$ cat config.mk
export PLATFORM = sky130hd
export DESIGN_NAME = rr_reg_arbiter_flat
export DESIGN_NICKNAME = d
export VERILOG_FILES = /design/src/rtl/rr_reg_arbiter_if.sv /design/src/rtl/rr_reg_arbiter.sv /design/src/flat_wrapper.sv
export SDC_FILE = /design/constraint.sdc
export NUM_CORES = 1
export LEC_CHECK = 0
export ABC_AREA = 0
export CAP_MARGIN = 15
export CELL_PAD_IN_SITES_DETAIL_PLACEMENT = 1
export CELL_PAD_IN_SITES_GLOBAL_PLACEMENT = 2
export CORE_ASPECT_RATIO = 1.1
export CORE_UTILIZATION = 29
export DETAILED_ROUTE_END_ITERATION = 10
export GPL_TIMING_DRIVEN = 0
export HOLD_SLACK_MARGIN = 0.06
export PLACE_DENSITY_LB_ADDON = 0.1
export REMOVE_ABC_BUFFERS = 1
export SLEW_MARGIN = 30
export SYNTH_ARGS = -nofsm -noshare
export SYNTH_HDL_FRONTEND = slang
export SYNTH_SLANG_ARGS = --single-unit
$ cat constraint.sdc
create_clock -name clk_i -period 4.4 [get_ports clk_i]
set_clock_uncertainty 0.05 [all_clocks]
set_input_delay 0.88 -clock clk_i [delete_from_list [all_inputs] [get_ports clk_i]]
set_output_delay 0.88 -clock clk_i [all_outputs]
set_load 0.02 [all_outputs]
$ cat src/rtl/rr_reg_arbiter_if.sv
// Requester/arbiter bundle for rr_reg_arbiter: request, lock and data in; grant and shared register out.
interface rr_reg_arbiter_if #(
  parameter int NUM_REQ = 4,
  parameter int DATA_W  = 8
);
  localparam int IW = $clog2(NUM_REQ);

  logic [NUM_REQ-1:0]        req_i;
  logic [NUM_REQ-1:0]        lock_i;
  logic [NUM_REQ*DATA_W-1:0] data_i;
  logic [NUM_REQ-1:0]        gnt_o;
  logic [IW-1:0]             gnt_id_o;
  logic [DATA_W-1:0]         q_o;
  logic                      q_valid_o;
  logic                      busy_o;

  modport master (
    output req_i, lock_i, data_i,
    input  gnt_o, gnt_id_o, q_o, q_valid_o, busy_o
  );

  modport slave (
    input  req_i, lock_i, data_i,
    output gnt_o, gnt_id_o, q_o, q_valid_o, busy_o
  );
endinterface

$ cat src/rtl/rr_reg_arbiter.sv
// Round-robin arbiter owning one shared capture register; a locked winner may keep
// the grant for up to MAX_LOCK consecutive cycles before it is forced to release.
module rr_reg_arbiter #(
  parameter int NUM_REQ  = 4,
  parameter int DATA_W   = 8,
  parameter int MAX_LOCK = 16
) (
  input  logic             clk_i,
  input  logic             rst_ni,
  rr_reg_arbiter_if.slave  bus
);
  localparam int IW = $clog2(NUM_REQ);
  localparam int CW = $clog2(MAX_LOCK + 1);
  localparam logic [CW-1:0] MAX_C = CW'(MAX_LOCK);
  localparam logic [IW-1:0] LAST  = IW'(NUM_REQ - 1);

  typedef enum logic [1:0] {IDLE, GRANT, LOCK} state_e;

  state_e                          state_q, state_d;
  logic [IW-1:0]                   ptr_q, ptr_d;
  logic [CW-1:0]                   cnt_q, cnt_d;
  logic [NUM_REQ-1:0]              gnt_q, gnt_d;
  logic [IW-1:0]                   id_q, id_d;
  logic [DATA_W-1:0]               q_q, q_d;
  logic                            vld_q, vld_d;

  logic [NUM_REQ-1:0][DATA_W-1:0]  data_arr;
  logic [IW:0]                     scan_idx;
  logic [IW-1:0]                   win;
  logic                            any_req;
  logic                            hold;

  assign data_arr = bus.data_i;
  assign any_req  = |bus.req_i;
  assign hold     = (state_q == LOCK) && bus.req_i[id_q] && bus.lock_i[id_q] && (cnt_q < MAX_C);

  // Scan from the highest offset down so the last hit is the first requester at or after ptr.
  always_comb begin
    win      = '0;
    scan_idx = '0;
    for (int i = NUM_REQ - 1; i >= 0; i--) begin
      scan_idx = {1'b0, ptr_q} + (IW + 1)'(i);
      if (scan_idx >= (IW + 1)'(NUM_REQ)) scan_idx = scan_idx - (IW + 1)'(NUM_REQ);
      if (bus.req_i[scan_idx[IW-1:0]]) win = scan_idx[IW-1:0];
    end
  end

  always_ff @(posedge clk_i or negedge rst_ni) begin
    if (!rst_ni) state_q <= IDLE;
    else         state_q <= state_d;
  end

  always_comb begin
    state_d = IDLE;
    if (hold)         state_d = LOCK;
    else if (any_req) state_d = bus.lock_i[win] ? LOCK : GRANT;
  end

  // Release (voluntary or forced) falls straight into a fresh arbitration, so there is no bubble.
  always_comb begin
    ptr_d = ptr_q;
    cnt_d = '0;
    gnt_d = '0;
    id_d  = id_q;
    q_d   = q_q;
    vld_d = 1'b0;
    if (hold) begin
      cnt_d = cnt_q + CW'(1);
      gnt_d = gnt_q;
      q_d   = data_arr[id_q];
      vld_d = 1'b1;
    end else if (any_req) begin
      gnt_d[win] = 1'b1;
      id_d       = win;
      q_d        = data_arr[win];
      vld_d      = 1'b1;
      ptr_d      = (win == LAST) ? '0 : win + IW'(1);
      cnt_d      = bus.lock_i[win] ? CW'(1) : '0;
    end
  end

  always_ff @(posedge clk_i or negedge rst_ni) begin
    if (!rst_ni) begin
      ptr_q <= '0;
      cnt_q <= '0;
      gnt_q <= '0;
      id_q  <= '0;
      q_q   <= '0;
      vld_q <= 1'b0;
    end else begin
      ptr_q <= ptr_d;
      cnt_q <= cnt_d;
      gnt_q <= gnt_d;
      id_q  <= id_d;
      q_q   <= q_d;
      vld_q <= vld_d;
    end
  end

  assign bus.gnt_o     = gnt_q;
  assign bus.gnt_id_o  = id_q;
  assign bus.q_o       = q_q;
  assign bus.q_valid_o = vld_q;
  assign bus.busy_o    = (state_q == LOCK);
endmodule

$ cat src/flat_wrapper.sv
// flat-port wrapper written by rule: the top's interface ports become plain ports
module rr_reg_arbiter_flat 
#(
  parameter int NUM_REQ  = 4,
  parameter int DATA_W   = 8,
  parameter int MAX_LOCK = 16
)
  (clk_i, rst_ni, bus_req_i, bus_lock_i, bus_data_i, bus_gnt_o, bus_gnt_id_o, bus_q_o, bus_q_valid_o, bus_busy_o);
  rr_reg_arbiter_if #(.NUM_REQ(NUM_REQ), .DATA_W(DATA_W)) bus_i ();
  input  logic clk_i;
  input  logic rst_ni;
  input wire logic [$bits(bus_i.req_i)-1:0] bus_req_i;
  input wire logic [$bits(bus_i.lock_i)-1:0] bus_lock_i;
  input wire logic [$bits(bus_i.data_i)-1:0] bus_data_i;
  output wire logic [$bits(bus_i.gnt_o)-1:0] bus_gnt_o;
  output wire logic [$bits(bus_i.gnt_id_o)-1:0] bus_gnt_id_o;
  output wire logic [$bits(bus_i.q_o)-1:0] bus_q_o;
  output wire logic [$bits(bus_i.q_valid_o)-1:0] bus_q_valid_o;
  output wire logic [$bits(bus_i.busy_o)-1:0] bus_busy_o;
  assign bus_i.req_i = bus_req_i;
  assign bus_i.lock_i = bus_lock_i;
  assign bus_i.data_i = bus_data_i;
  assign bus_gnt_o = bus_i.gnt_o;
  assign bus_gnt_id_o = bus_i.gnt_id_o;
  assign bus_q_o = bus_i.q_o;
  assign bus_q_valid_o = bus_i.q_valid_o;
  assign bus_busy_o = bus_i.busy_o;
  rr_reg_arbiter #(.NUM_REQ(NUM_REQ), .DATA_W(DATA_W), .MAX_LOCK(MAX_LOCK)) u_core (.clk_i(clk_i), .rst_ni(rst_ni), .bus(bus_i));
endmodule
==> reports/metrics.json <==
{
  "clock_network": {
    "cts.reportedPaths.clkPinSlew_ns": 0.08,
    "clk_tree_root_cell": "clkbuf_8",
    "post_cts_buffers": 0,
    "worstSkewPairLatency_ns": 0.27,
    "hold_buffers": 0,
    "clk_path_buf_depth": 2,
    "cts_resized": 0,
    "level_count_of_the_clock_h_tree": 1,
    "tritoncts.num_buffers": 3,
    "tritoncts_clock_tree": "built",
    "clock-sinks": 24
  },
  "worst_setup_path": {
    "cp_slowest_stage_delay_ns": 0.50,
    "critical_path.cell_chain": "clkdlybuf4s50_1 > nand3_1 > o21ai_0 > o211ai_1 > buf_4 > nand2_1 > o221ai_1",
    "critical_path.slowest_cell": "clkdlybuf4s50_1",
    "worst-setup-path-type": "in -> reg",
    "worst_path_dominant_cell_family": "compound AO/OA/AOI/OAI gates",
    "arrival_time_reported_for_the_critical_path_endpoint_ns": 2.89,
    "critPathLaunchType": "input port",
    "worst_ep_required_time_ns": 4.52,
    "r2r_slack_ns": 1.98,
    "worst_setup_path_end_kind": "flop",
    "crit_buf_inv": 2,
    "crit_fanout": 9
  },
  "finish": {
    "antenna-diode-count": 0,
    "finalCoreUtilization_pct": 44.1,
    "areaGrowthSynthToFinish_pct": 44.1,
    "post_layout_nonfiller_instances": 268,
    "nNetsFinal": 245,
    "drive_gt1_share_pct": 12.8,
    "area_of_all_placed_cells_without_fillers_sq_um": 2250
  },
  "timing": {
    "hold_slack_ns": 0.418,
    "fin_crit_sh_pct": 63.0,
    "maxClockFrequency_mhz": 361,
    "final-max-slew-violation-count": 0,
    "final_period_minus_worst_setup_slack_ns": 2.77,
    "setup-violations-final": 0,
    "slew_at_the_pin_closest_to_its_max_slew_limit_ns": 0.710,
    "timing.final.hold_violations": 0,
    "grt_setup_unrepaired": "no",
    "slew-limit-headroom_pct": 52.7
  },
  "grt": {
    "antenna_found_initial": 0,
    "grt_first_pass_wirelength_um": 7730,
    "number_of_global_route_vias_before_repair": 1590,
    "grt_max_degree": 25,
    "groute.usage.overall_pct": 17.6,
    "grt.overflow.total": 0
  },
  "pwr": {
    "final_total_pwr_mw": 1.31,
    "pwr_density_cell_nw_per_um2": 581,
    "power_leakage_nw": 0.941,
    "peakVddDrop_mv": 0.404
  },
  "synth": {
    "synth-edff-count": 0,
    "yosys.cell_types.count": 38,
    "seq_area_frac_synth_pct": 38.5,
    "netlist_area_sq_um": 1560,
    "post_synth.cell_area_avg_sq_um": 11.2,
    "synthesis.instances": 139,
    "synthArstFlopShare_pct": 100,
    "synth.ff_latch_count": 24,
    "synthesis.yosys.warnings": 0,
    "dominant_synthesized_flop_cell": "dfrtp_1"
  },
  "outcome": {
    "status": "finished clean"
  },
  "floorplanning": {
    "floorplan.core_area_sq_um": 5100,
    "std_cell_rows": 27,
    "die_h_um": 78.9,
    "initial_core_utilization_pct": 30.6,
    "design.die.area_sq_um": 5670,
    "die_w_um": 71.9,
    "io_pins": 58
  },
  "detailed_routing": {
    "vias_per_cell": 5.27,
    "detail_route.iter0.violations": 70,
    "drcViolationCount": 0,
    "num_vias": 1412,
    "detail_route.wirelength_um": 4660,
    "firstDrtPassIters": 4,
    "drtAntennaViolNets": 0,
    "route.detailed.wl_per_inst_um": 17.4
  },
  "placement": {
    "instance_count_after_placement_with_tap_cells_included": 265,
    "hpwlAfterDp_um": 3490,
    "dpl_cell_area_sq_um": 2210,
    "numPortBuffers": 57,
    "place.gp.congestion": 0.856
  },
  "run": {
    "max-cap-violations": 0
  },
  "worst_hold_path": {
    "worst_hold_path_type": "reg -> reg"
  }
}
-- state kept, by name, indices dropped and copies added, names as in the netlist --
register	count
u_core.cnt_q	5
u_core.state_q	2
u_core.bus.q_o	8
u_core.ptr_q	2
u_core.bus.q_valid_o	1
u_core.bus.gnt_o	4
u_core.bus.gnt_id_o	2
-- path summary, 6_finish.rpt --
check	start	to	cells past startpoint
hold / removal	u_core.bus.gnt_o[2]$_DFFE_PN0N_	u_core.bus.gnt_o[2]$_DFFE_PN0N_	2
min in group asynchronous	rst_ni	u_core.bus.q_o[5]$_DFFE_PN0P_	1
setup / recovery	bus_req_i[1]	u_core.bus.q_o[7]$_DFFE_PN0P_	7
max in group asynchronous	rst_ni	u_core.state_q[1]$_DFF_PN0_	1
hold reg to reg	u_core.bus.gnt_o[2]$_DFFE_PN0N_	u_core.bus.gnt_o[2]$_DFFE_PN0N_	2
setup reg to reg	u_core.bus.gnt_id_o[0]$_DFFE_PN0P_	u_core.bus.q_o[7]$_DFFE_PN0P_	5
-- routing by layer --
metal,up-vias,GRT usage [%],wire length (um)
li1,653,-,-
met1,694,22.0,2060
met2,54,30.3,2250
met3,11,2.54,245
met4,0,7.06,104
met5,-,0,0
-- Yosys cell counts (3+ instances only) --
library cell	number	area share, %
a21oi_1	3	0.96
a22oi_1	8	3.9
clkbuf_1	3	0.72
dfrtp_1	24	39
ha_1	5	4.0
mux2i_1	16	10
mux4_2	8	12
nand2_1	14	3.4
nand3_1	8	2.6
nor2_1	7	1.7
o221ai_1	8	4.5
-- worst reg2reg max path, cell delays in order (launching register included) --
cell and delay, ns:
dfrtp_1 0.75, o21ai_0 0.23, o211ai_1 0.48, buf_4 0.26
nand2_1 0.25, o221ai_1 0.30
-- cell type report --
type	instances	area [sq um]
fillers	558	2850
flip-flops and latches	24	601
inverters	5	21.3
well taps	72	90.1
clock buffers	3	41.3
multi-input cells	104	911
repair buffers	60	583
-- report_power, final --
part / switching [mW] / internal, mW / leakage, nW
Combinational: 0.376 / 0.382 / 0.625
Sequential: 0.107 / 0.310 / 0.295
Clock: 0.0692 / 0.0613 / 0.0216
Total: 0.552 / 0.753 / 0.941
-- metrics by stage --
stage | TNS (ns) | setup WS (ns)
6_report | 0 | 1.63
2_1_floorplan | 0 | 1.39
3_5_place_dp | 0 | 1.29
4_1_cts | 0 | 1.57
3_3_place_gp | -4.62 | -0.514
5_1_grt | 0 | 1.41
-- cell families after synthesis --
| logic type | Yosys count | share of synthesized area (%) |
|---|---|---|
| buf+inv | 11 | 3.45 |
| fa+ha+maj | 5 | 4.01 |
| mux | 25 | 22.6 |
| compound gates | 33 | 17.8 |
| simple gates | 39 | 12.5 |
| flops | 24 | 38.5 |
| xor+xnor | 2 | 1.12 |
-- cells in the final DEF, fill, tap and decap left out, types with 2 or more instances in the layout --
cell type        synthesis  layout
buf_2                    2       3
clkdlybuf4s50_1          0      56
a22oi_1                  8       8
o211ai_1                 2       2
nand2_1                 14      14
ha_1                     5       5
nor3b_1                  2       2
o21ai_0                  2       2
inv_1                    2       2
mux2i_1                 16      16
dfrtp_1                 24      24
a21o_1                   2       2
mux4_2                   8       8
nor2_1                   7       7
o221ai_1                 8       8
clkbuf_8                 0       3
nor2b_1                  2       2
a21oi_1                  3       3
nand2b_1                 2       2
nand3_1                  8       8
No activity file was read; power rests on OpenSTA's default activity.
